File: config.mk
export PLATFORM = sky130hd
export DESIGN_NAME = boot_loader
export DESIGN_NICKNAME = d
export VERILOG_FILES = /design/src/rtl/boot_loader.sv
export SDC_FILE = /design/constraint.sdc
export NUM_CORES = 1
export LEC_CHECK = 0
export ABC_AREA = 0
export CORE_MARGIN = 5
export CORE_UTILIZATION = 50
export DETAILED_ROUTE_END_ITERATION = 10
export PLACE_DENSITY = 0.81
export RECOVER_POWER = 25
export SLEW_MARGIN = 20
export SYNTH_ARGS = -nofsm -noshare
export SYNTH_HDL_FRONTEND = slang
export SYNTH_SLANG_ARGS = --single-unit
File: constraint.sdc
create_clock -name clk -period 4.2 [get_ports clk]
set_clock_uncertainty 0.05 [all_clocks]
set_input_delay 0.63 -clock clk [delete_from_list [all_inputs] [get_ports clk]]
set_output_delay 0.63 -clock clk [all_outputs]
set_load 0.005 [all_outputs]
File: src/rtl/boot_loader.sv
// boot_loader: receives a program over an 8N1 UART and writes it to
// instruction memory one 32-bit word at a time. The first two bytes carry
// the word count N (little-endian), followed by 4*N little-endian data bytes.
// The processor is held in reset until the whole program has been written.
`timescale 1ns/1ps
module boot_loader #(
    parameter int          CLKS_PER_BIT = 104,
    parameter int          MAX_WORDS    = 1024,
    parameter logic [31:0] BASE_ADDR    = 32'h0
) (
    input  logic        clk,
    input  logic        rst,
    input  logic        uart_rx,
    output logic        write_mem,
    output logic [31:0] write_address,
    output logic [31:0] write_data,
    output logic [2:0]  funct3,
    output logic        core_rst_n,
    output logic        done,
    output logic        error
);

    // ------------------------------------------------------------------
    // Constants
    // ------------------------------------------------------------------
    // Bit-timer width; at least one bit so tiny CLKS_PER_BIT still elaborates.
    localparam int CNT_W = (CLKS_PER_BIT > 2) ? $clog2(CLKS_PER_BIT) : 1;

    // Last count of a full bit period and of the half period used to
    // re-check the start bit in its middle.
    localparam logic [CNT_W-1:0] BIT_LAST  = CNT_W'(CLKS_PER_BIT - 1);
    localparam logic [CNT_W-1:0] HALF_LAST = CNT_W'(CLKS_PER_BIT / 2 - 1);

    // Largest accepted word count, widened so the compare never truncates.
    localparam logic [31:0] MAX_N32 = 32'(MAX_WORDS);

    // Every write is a full 32-bit word store.
    localparam logic [2:0] FUNCT3_WORD = 3'b010;

    // ------------------------------------------------------------------
    // Receiver state
    // ------------------------------------------------------------------
    typedef enum logic [1:0] {
        RX_IDLE,
        RX_START,
        RX_DATA,
        RX_STOP
    } rx_state_t;

    logic             r_rx_meta;
    logic             r_rx_sync;
    logic             r_rx_prev;
    rx_state_t        r_rx_state;
    logic [CNT_W-1:0] r_rx_cnt;
    logic [2:0]       r_rx_bit_idx;
    logic [7:0]       r_rx_shift;
    logic             r_byte_valid;
    logic             r_frame_err;

    // ------------------------------------------------------------------
    // Controller state
    // ------------------------------------------------------------------
    typedef enum logic [2:0] {
        LEN_LO,
        LEN_HI,
        DATA,
        WRITE,
        DONE,
        ERROR
    } state_t;

    state_t      r_state;
    logic [15:0] r_len;
    logic [15:0] r_word_idx;
    logic [1:0]  r_byte_cnt;
    logic [23:0] r_word;
    logic        r_write_mem;
    logic [31:0] r_write_address;
    logic [31:0] r_write_data;
    logic [2:0]  r_funct3;
    logic        r_core_rst_n;
    logic        r_done;
    logic        r_error;

    // ------------------------------------------------------------------
    // Combinational helpers
    // ------------------------------------------------------------------
    logic        w_data_byte;
    logic [3:0]  w_lane_hit;
    logic [15:0] w_len_full;
    logic [31:0] w_word_full;
    logic [15:0] w_idx_next;
    logic [31:0] w_word_addr;
    logic        w_len_too_big;

    // A byte belongs to the program image only while collecting data.
    assign w_data_byte = r_byte_valid && (r_state == DATA);

    // One-hot lane select: which byte of the current word this byte fills.
    generate
        for (genvar gi = 0; gi < 4; gi++) begin : g_lane
            assign w_lane_hit[gi] = w_data_byte && (r_byte_cnt == 2'(gi));
        end
    endgenerate

    assign w_len_full    = {r_rx_shift, r_len[7:0]};
    assign w_word_full   = {r_rx_shift, r_word};
    assign w_idx_next    = r_word_idx + 16'd1;
    assign w_word_addr   = BASE_ADDR + {14'b0, r_word_idx, 2'b00};
    assign w_len_too_big = ({16'b0, w_len_full} > MAX_N32);

    // ------------------------------------------------------------------
    // Outputs come straight from registers
    // ------------------------------------------------------------------
    assign write_mem     = r_write_mem;
    assign write_address = r_write_address;
    assign write_data    = r_write_data;
    assign funct3        = r_funct3;
    assign core_rst_n    = r_core_rst_n;
    assign done          = r_done;
    assign error         = r_error;

    // Two-flop synchronizer plus one history flop for falling-edge detection.
    always_ff @(posedge clk or posedge rst) begin
        if (rst) begin
            r_rx_meta <= 1'b1;
            r_rx_sync <= 1'b1;
            r_rx_prev <= 1'b1;
        end else begin
            r_rx_meta <= uart_rx;
            r_rx_sync <= r_rx_meta;
            r_rx_prev <= r_rx_sync;
        end
    end

    // UART receiver: start detect, mid-start glitch filter, 8 data bits
    // LSB first, stop-bit check; byte_valid / frame_err are one-cycle pulses.
    always_ff @(posedge clk or posedge rst) begin
        if (rst) begin
            r_rx_state   <= RX_IDLE;
            r_rx_cnt     <= '0;
            r_rx_bit_idx <= 3'd0;
            r_rx_shift   <= 8'd0;
            r_byte_valid <= 1'b0;
            r_frame_err  <= 1'b0;
        end else begin
            r_byte_valid <= 1'b0;
            r_frame_err  <= 1'b0;
            case (r_rx_state)
                RX_IDLE: begin
                    r_rx_cnt <= '0;
                    if (r_rx_prev && !r_rx_sync) begin
                        r_rx_state <= RX_START;
                    end
                end
                RX_START: begin
                    if (r_rx_cnt == HALF_LAST) begin
                        r_rx_cnt     <= '0;
                        r_rx_bit_idx <= 3'd0;
                        // A line already back high mid-start was only a glitch.
                        r_rx_state   <= r_rx_sync ? RX_IDLE : RX_DATA;
                    end else begin
                        r_rx_cnt <= r_rx_cnt + CNT_W'(1);
                    end
                end
                RX_DATA: begin
                    if (r_rx_cnt == BIT_LAST) begin
                        r_rx_cnt   <= '0;
                        r_rx_shift <= {r_rx_sync, r_rx_shift[7:1]};
                        if (r_rx_bit_idx == 3'd7) begin
                            r_rx_state <= RX_STOP;
                        end else begin
                            r_rx_bit_idx <= r_rx_bit_idx + 3'd1;
                        end
                    end else begin
                        r_rx_cnt <= r_rx_cnt + CNT_W'(1);
                    end
                end
                RX_STOP: begin
                    if (r_rx_cnt == BIT_LAST) begin
                        r_rx_cnt     <= '0;
                        r_rx_state   <= RX_IDLE;
                        r_byte_valid <= r_rx_sync;
                        r_frame_err  <= !r_rx_sync;
                    end else begin
                        r_rx_cnt <= r_rx_cnt + CNT_W'(1);
                    end
                end
                default: begin
                    r_rx_state <= RX_IDLE;
                end
            endcase
        end
    end

    // Load controller: length header, word assembly, one-cycle memory write,
    // and the terminal DONE / ERROR states with their registered outputs.
    always_ff @(posedge clk or posedge rst) begin
        if (rst) begin
            r_state         <= LEN_LO;
            r_len           <= 16'd0;
            r_word_idx      <= 16'd0;
            r_byte_cnt      <= 2'd0;
            r_word          <= 24'd0;
            r_write_mem     <= 1'b0;
            r_write_address <= 32'd0;
            r_write_data    <= 32'd0;
            r_funct3        <= FUNCT3_WORD;
            r_core_rst_n    <= 1'b0;
            r_done          <= 1'b0;
            r_error         <= 1'b0;
        end else begin
            r_write_mem <= 1'b0;
            if (r_frame_err && (r_state != DONE) && (r_state != ERROR)) begin
                // A corrupted byte anywhere in the load aborts it for good.
                r_state      <= ERROR;
                r_error      <= 1'b1;
                r_done       <= 1'b0;
                r_core_rst_n <= 1'b0;
            end else begin
                case (r_state)
                    LEN_LO: begin
                        if (r_byte_valid) begin
                            r_len[7:0] <= r_rx_shift;
                            r_state    <= LEN_HI;
                        end
                    end
                    LEN_HI: begin
                        if (r_byte_valid) begin
                            r_len      <= w_len_full;
                            r_word_idx <= 16'd0;
                            r_byte_cnt <= 2'd0;
                            if (w_len_full == 16'd0) begin
                                // Empty program: release the core at once.
                                r_state      <= DONE;
                                r_done       <= 1'b1;
                                r_core_rst_n <= 1'b1;
                            end else if (w_len_too_big) begin
                                r_state <= ERROR;
                                r_error <= 1'b1;
                            end else begin
                                r_state <= DATA;
                            end
                        end
                    end
                    DATA: begin
                        for (int k = 0; k < 3; k++) begin
                            if (w_lane_hit[k]) begin
                                r_word[8*k +: 8] <= r_rx_shift;
                            end
                        end
                        if (w_data_byte) begin
                            r_byte_cnt <= r_byte_cnt + 2'd1;
                        end
                        if (w_lane_hit[3]) begin
                            // Fourth byte completes the word: present it next cycle.
                            r_write_mem     <= 1'b1;
                            r_write_address <= w_word_addr;
                            r_write_data    <= w_word_full;
                            r_funct3        <= FUNCT3_WORD;
                            r_state         <= WRITE;
                        end
                    end
                    WRITE: begin
                        r_word_idx <= w_idx_next;
                        if (w_idx_next == r_len) begin
                            r_state      <= DONE;
                            r_done       <= 1'b1;
                            r_core_rst_n <= 1'b1;
                        end else begin
                            r_state <= DATA;
                        end
                    end
                    DONE: begin
                        // Program loaded; further UART traffic is ignored.
                        r_state <= DONE;
                    end
                    ERROR: begin
                        // Only reset leaves this state.
                        r_state <= ERROR;
                    end
                    default: begin
                        r_state      <= ERROR;
                        r_error      <= 1'b1;
                        r_done       <= 1'b0;
                        r_core_rst_n <= 1'b0;
                    end
                endcase
            end
        end
    end

endmodule

==> impl_metrics.xml <==
<?xml version="1.0" encoding="UTF-8"?>
<metrics>
  <group name="outcome">
    <metric name="status" unit="">completed</metric>
  </group>
  <group name="yosys">
    <metric name="synth_area_leader_cell" unit="">dfrtp_1</metric>
    <metric name="ys_seq_elements" unit="">137</metric>
    <metric name="synth_cell_types" unit="">65</metric>
    <metric name="post-synth-top-area-fraction" unit="%">52.6</metric>
    <metric name="synth.most_common_cell" unit="">dfrtp_1</metric>
    <metric name="yosys-top-cells-count" unit="">dfrtp_1 (134), mux2_2 (96), nand2_1 (42)</metric>
    <metric name="yosys_warnings" unit="">0</metric>
    <metric name="synth-seq-area-share" unit="%">53.9</metric>
    <metric name="synth_async_sr_flop_share" unit="%">100</metric>
    <metric name="synthesis.area_per_instance" unit="sq um">12.2</metric>
    <metric name="post_synth_inst_count" unit="">522</metric>
    <metric name="post_synth_instance_area" unit="sq mm">0.00637</metric>
    <metric name="flip_flop_cell_with_the_highest_count_after_synthesis" unit="">dfrtp_1</metric>
    <metric name="synth-edff-count" unit="">0</metric>
    <metric name="top_area_cells_in_the_synthesized_netlist" unit="">dfrtp_1 (53%), mux2_2 (17%), xnor2_1 (2.6%), buf_4 (2.6%), nand2_1 (2.5%)</metric>
  </group>
  <group name="sta">
    <metric name="finalCritPeriodShare" unit="%">74.5</metric>
    <metric name="final-hold-violation-count" unit="">0</metric>
    <metric name="tightest_slew" unit="ns">1.32</metric>
    <metric name="timing.slew.headroom" unit="%">12.2</metric>
    <metric name="worst_hold_check_slack" unit="ns">0.316</metric>
    <metric name="setup_violators_final" unit="">0</metric>
    <metric name="final_period_minus_worst_setup_slack" unit="ns">3.13</metric>
    <metric name="achievable-frequency" unit="GHz">0.320</metric>
    <metric name="final-max-slew-violation-count" unit="">0</metric>
    <metric name="final_setup_tns" unit="ns">0</metric>
    <metric name="rsz0062_at_grt" unit="">false</metric>
  </group>
  <group name="floorplan">
    <metric name="chipWidth" unit="um">123</metric>
    <metric name="die-area" unit="sq mm">0.0151</metric>
    <metric name="die_h" unit="um">123</metric>
    <metric name="floorplan.initialDensity" unit="%">50.7</metric>
    <metric name="core" unit="sq mm">0.0126</metric>
    <metric name="rows" unit="">41</metric>
    <metric name="top_level_ports" unit="">74</metric>
  </group>
  <group name="placed_design">
    <metric name="port_buffers" unit="">54</metric>
    <metric name="gpl.final_weighted_congestion" unit="">0.899</metric>
    <metric name="post-dp-hpwl" unit="um">8620</metric>
    <metric name="placed_cells" unit="">726</metric>
  </group>
  <group name="global_route">
    <metric name="grt.total_usage" unit="%">19.0</metric>
    <metric name="grt_pass1_vias" unit="">4306</metric>
    <metric name="grt_max_degree" unit="">57</metric>
    <metric name="grt_ovf" unit="">0</metric>
    <metric name="grt_pass1_wl" unit="um">22100</metric>
    <metric name="grt_antenna_before_repair" unit="">0</metric>
  </group>
  <group name="setup_path">
    <metric name="critical_path_buf_inv_count" unit="">0</metric>
    <metric name="crit_family" unit="">simple AND/OR/NAND/NOR gates</metric>
    <metric name="critical_path.cell_chain" unit="">ha_1, nand2_2, nor4_4, a31oi_1, or4b_1, or4_1, nor4_2, a31o_1</metric>
    <metric name="worst_setup_path_end_kind" unit="">register</metric>
    <metric name="start_kind" unit="">register</metric>
    <metric name="cp_max_fo" unit="">7</metric>
    <metric name="cp_data_required_time" unit="ns">4.50</metric>
    <metric name="cpPeakStageDelay" unit="ns">0.55</metric>
    <metric name="critical_path_at" unit="ns">3.43</metric>
    <metric name="crit_path_top_delay_cell" unit="">or4b_1</metric>
    <metric name="worst-setup-path-type" unit="">reg -&gt; reg</metric>
  </group>
  <group name="layout">
    <metric name="syn2layout_area_growth" unit="%">17.9</metric>
    <metric name="postLayoutCoreUtil" unit="%">59.8</metric>
    <metric name="finish.net_count" unit="">584</metric>
    <metric name="final_layout_size_suffix_gt1_share" unit="%">26.6</metric>
    <metric name="antenna-diode-count" unit="">0</metric>
    <metric name="final_cell_count_no_fill" unit="">758</metric>
  </group>
  <group name="min_path">
    <metric name="timing.hold.worst.class" unit="">reg -&gt; reg</metric>
  </group>
  <group name="detailed_routing">
    <metric name="drt-vias-per-instance" unit="">5.41</metric>
    <metric name="post_drt_wl_per_cell" unit="um">17.1</metric>
    <metric name="firstDrtPassIters" unit="">5</metric>
    <metric name="routed_wirelength" unit="um">12900</metric>
    <metric name="via_count" unit="">4104</metric>
    <metric name="route.detailed.drc" unit="">0</metric>
    <metric name="drt_iter0_markers" unit="">229</metric>
    <metric name="route.antenna.remaining_nets" unit="">0</metric>
  </group>
  <group name="clock_tree">
    <metric name="cts_tree" unit="">yes</metric>
    <metric name="clock_tree.htree_level_count" unit="">4</metric>
    <metric name="cts_resized" unit="">0</metric>
    <metric name="tritoncts.num_buffers" unit="">17</metric>
    <metric name="clkSinkCount" unit="">137</metric>
    <metric name="cts_hold_buffers" unit="">0</metric>
    <metric name="cts_setup_buffers" unit="">0</metric>
    <metric name="cts.path.max_buffers" unit="">2</metric>
    <metric name="clk_latency" unit="ns">0.41</metric>
    <metric name="cts_root_buf" unit="">clkbuf_16</metric>
    <metric name="register_clock_pin_slew_on_the_reported_worst_setup_and_hold_paths" unit="ns">0.06</metric>
  </group>
  <group name="power_and_ir_drop">
    <metric name="post_route_total_power" unit="mW">2.92</metric>
    <metric name="power.density_cell_area" unit="mW/mm^2">389</metric>
    <metric name="vdd_ir_drop_max" unit="V">0.000287</metric>
    <metric name="power_leakage" unit="nW">3.54</metric>
  </group>
  <group name="flow_run">
    <metric name="maxCapViolCount" unit="">0</metric>
  </group>
</metrics>
per-layer routing:
layer | share of wire (%) | track usage, %
met5 | 0 | 0
met4 | 0.87 | 5.74
met2 | 51 | 31.0
met3 | 4.5 | 5.25
met1 | 44 | 24.8
cell usage in the layout, fill, tap and decap left out, types with 3 or more instances in the layout:
cell	n
nor3_1	8
dfrtp_1	134
a31oi_1	4
nand4_1	4
xor2_1	7
nor2_1	26
clkinvlp_4	4
xnor2_1	19
clkdlybuf4s50_1	52
o31ai_1	6
and3_1	4
inv_1	8
o21ai_0	28
nand2_2	4
nor4_1	4
a21oi_1	7
nand3_1	17
mux2_2	96
clkbuf_16	17
nand2_1	41
conb_1	19
ha_1	8
buf_4	3
report_power, final:
part / switching (mW) / internal [mW]
Combinational: 0.0640 / 0.0290
Sequential: 0.0244 / 1.34
Clock: 0.565 / 0.897
Total: 0.653 / 2.27
state kept, by name, summed over array words and instances, names as in the netlist, 2 cells and up, named ones only:
signal,count
write_data,32
r_len,16
r_word,24
r_rx_bit_idx,3
r_rx_shift,8
r_word_idx,16
r_byte_cnt,2
r_state,3
write_address,16
r_rx_cnt,7
cells by family after synthesis:
family / Yosys count / share of synthesized area (%)
simple gates: 136 / 11.6
flops: 137 / 53.9
compound gates: 61 / 6.07
fa+ha+maj: 8 / 1.57
buf+inv: 52 / 5.19
xor+xnor: 28 / 4.26
other cells: 2 / 0.118
mux: 98 / 17.3
final cells by class:
class,count,area (sq um)
timing repair buffer,58,568
inverter,9,35.0
fill,982,5060
tap,172,215
sequential,137,3430
multi-input combinational,350,2670
clock inverter,12,141
clock buffer,20,447
worst paths after layout:
check | start | endpoint | slack (ns) | depth (start not counted)
min | r_rx_meta$_DFF_PP1_ | r_rx_sync$_DFF_PP1_ | 0.32 | 0
min in group asynchronous | rst | write_data[3]$_DFFE_PP0P_ | 0.85 | 2
max reg2reg | r_word_idx[0]$_DFFE_PP0P_ | done$_DFFE_PP0P_ | 1.07 | 8
max | r_word_idx[0]$_DFFE_PP0P_ | done$_DFFE_PP0P_ | 1.07 | 8
max in group asynchronous | rst | r_rx_cnt[2]$_DFF_PP0_ | 1.45 | 3
min reg2reg | r_rx_meta$_DFF_PP1_ | r_rx_sync$_DFF_PP1_ | 0.32 | 0
stage by stage:
| step | setup WS (ns) | cell area, sq um |
|---|---|---|
| 2_1_floorplan | 1.41 | 6440 |
| 3_3_place_gp | 1.23 | 6940 |
| 5_1_grt | 0.896 | 7510 |
| 6_report | 1.07 | 7510 |
| 4_1_cts | 1.08 | 7530 |
| 3_5_place_dp | 1.11 | 6940 |
Power figures use the tool's default switching activity.
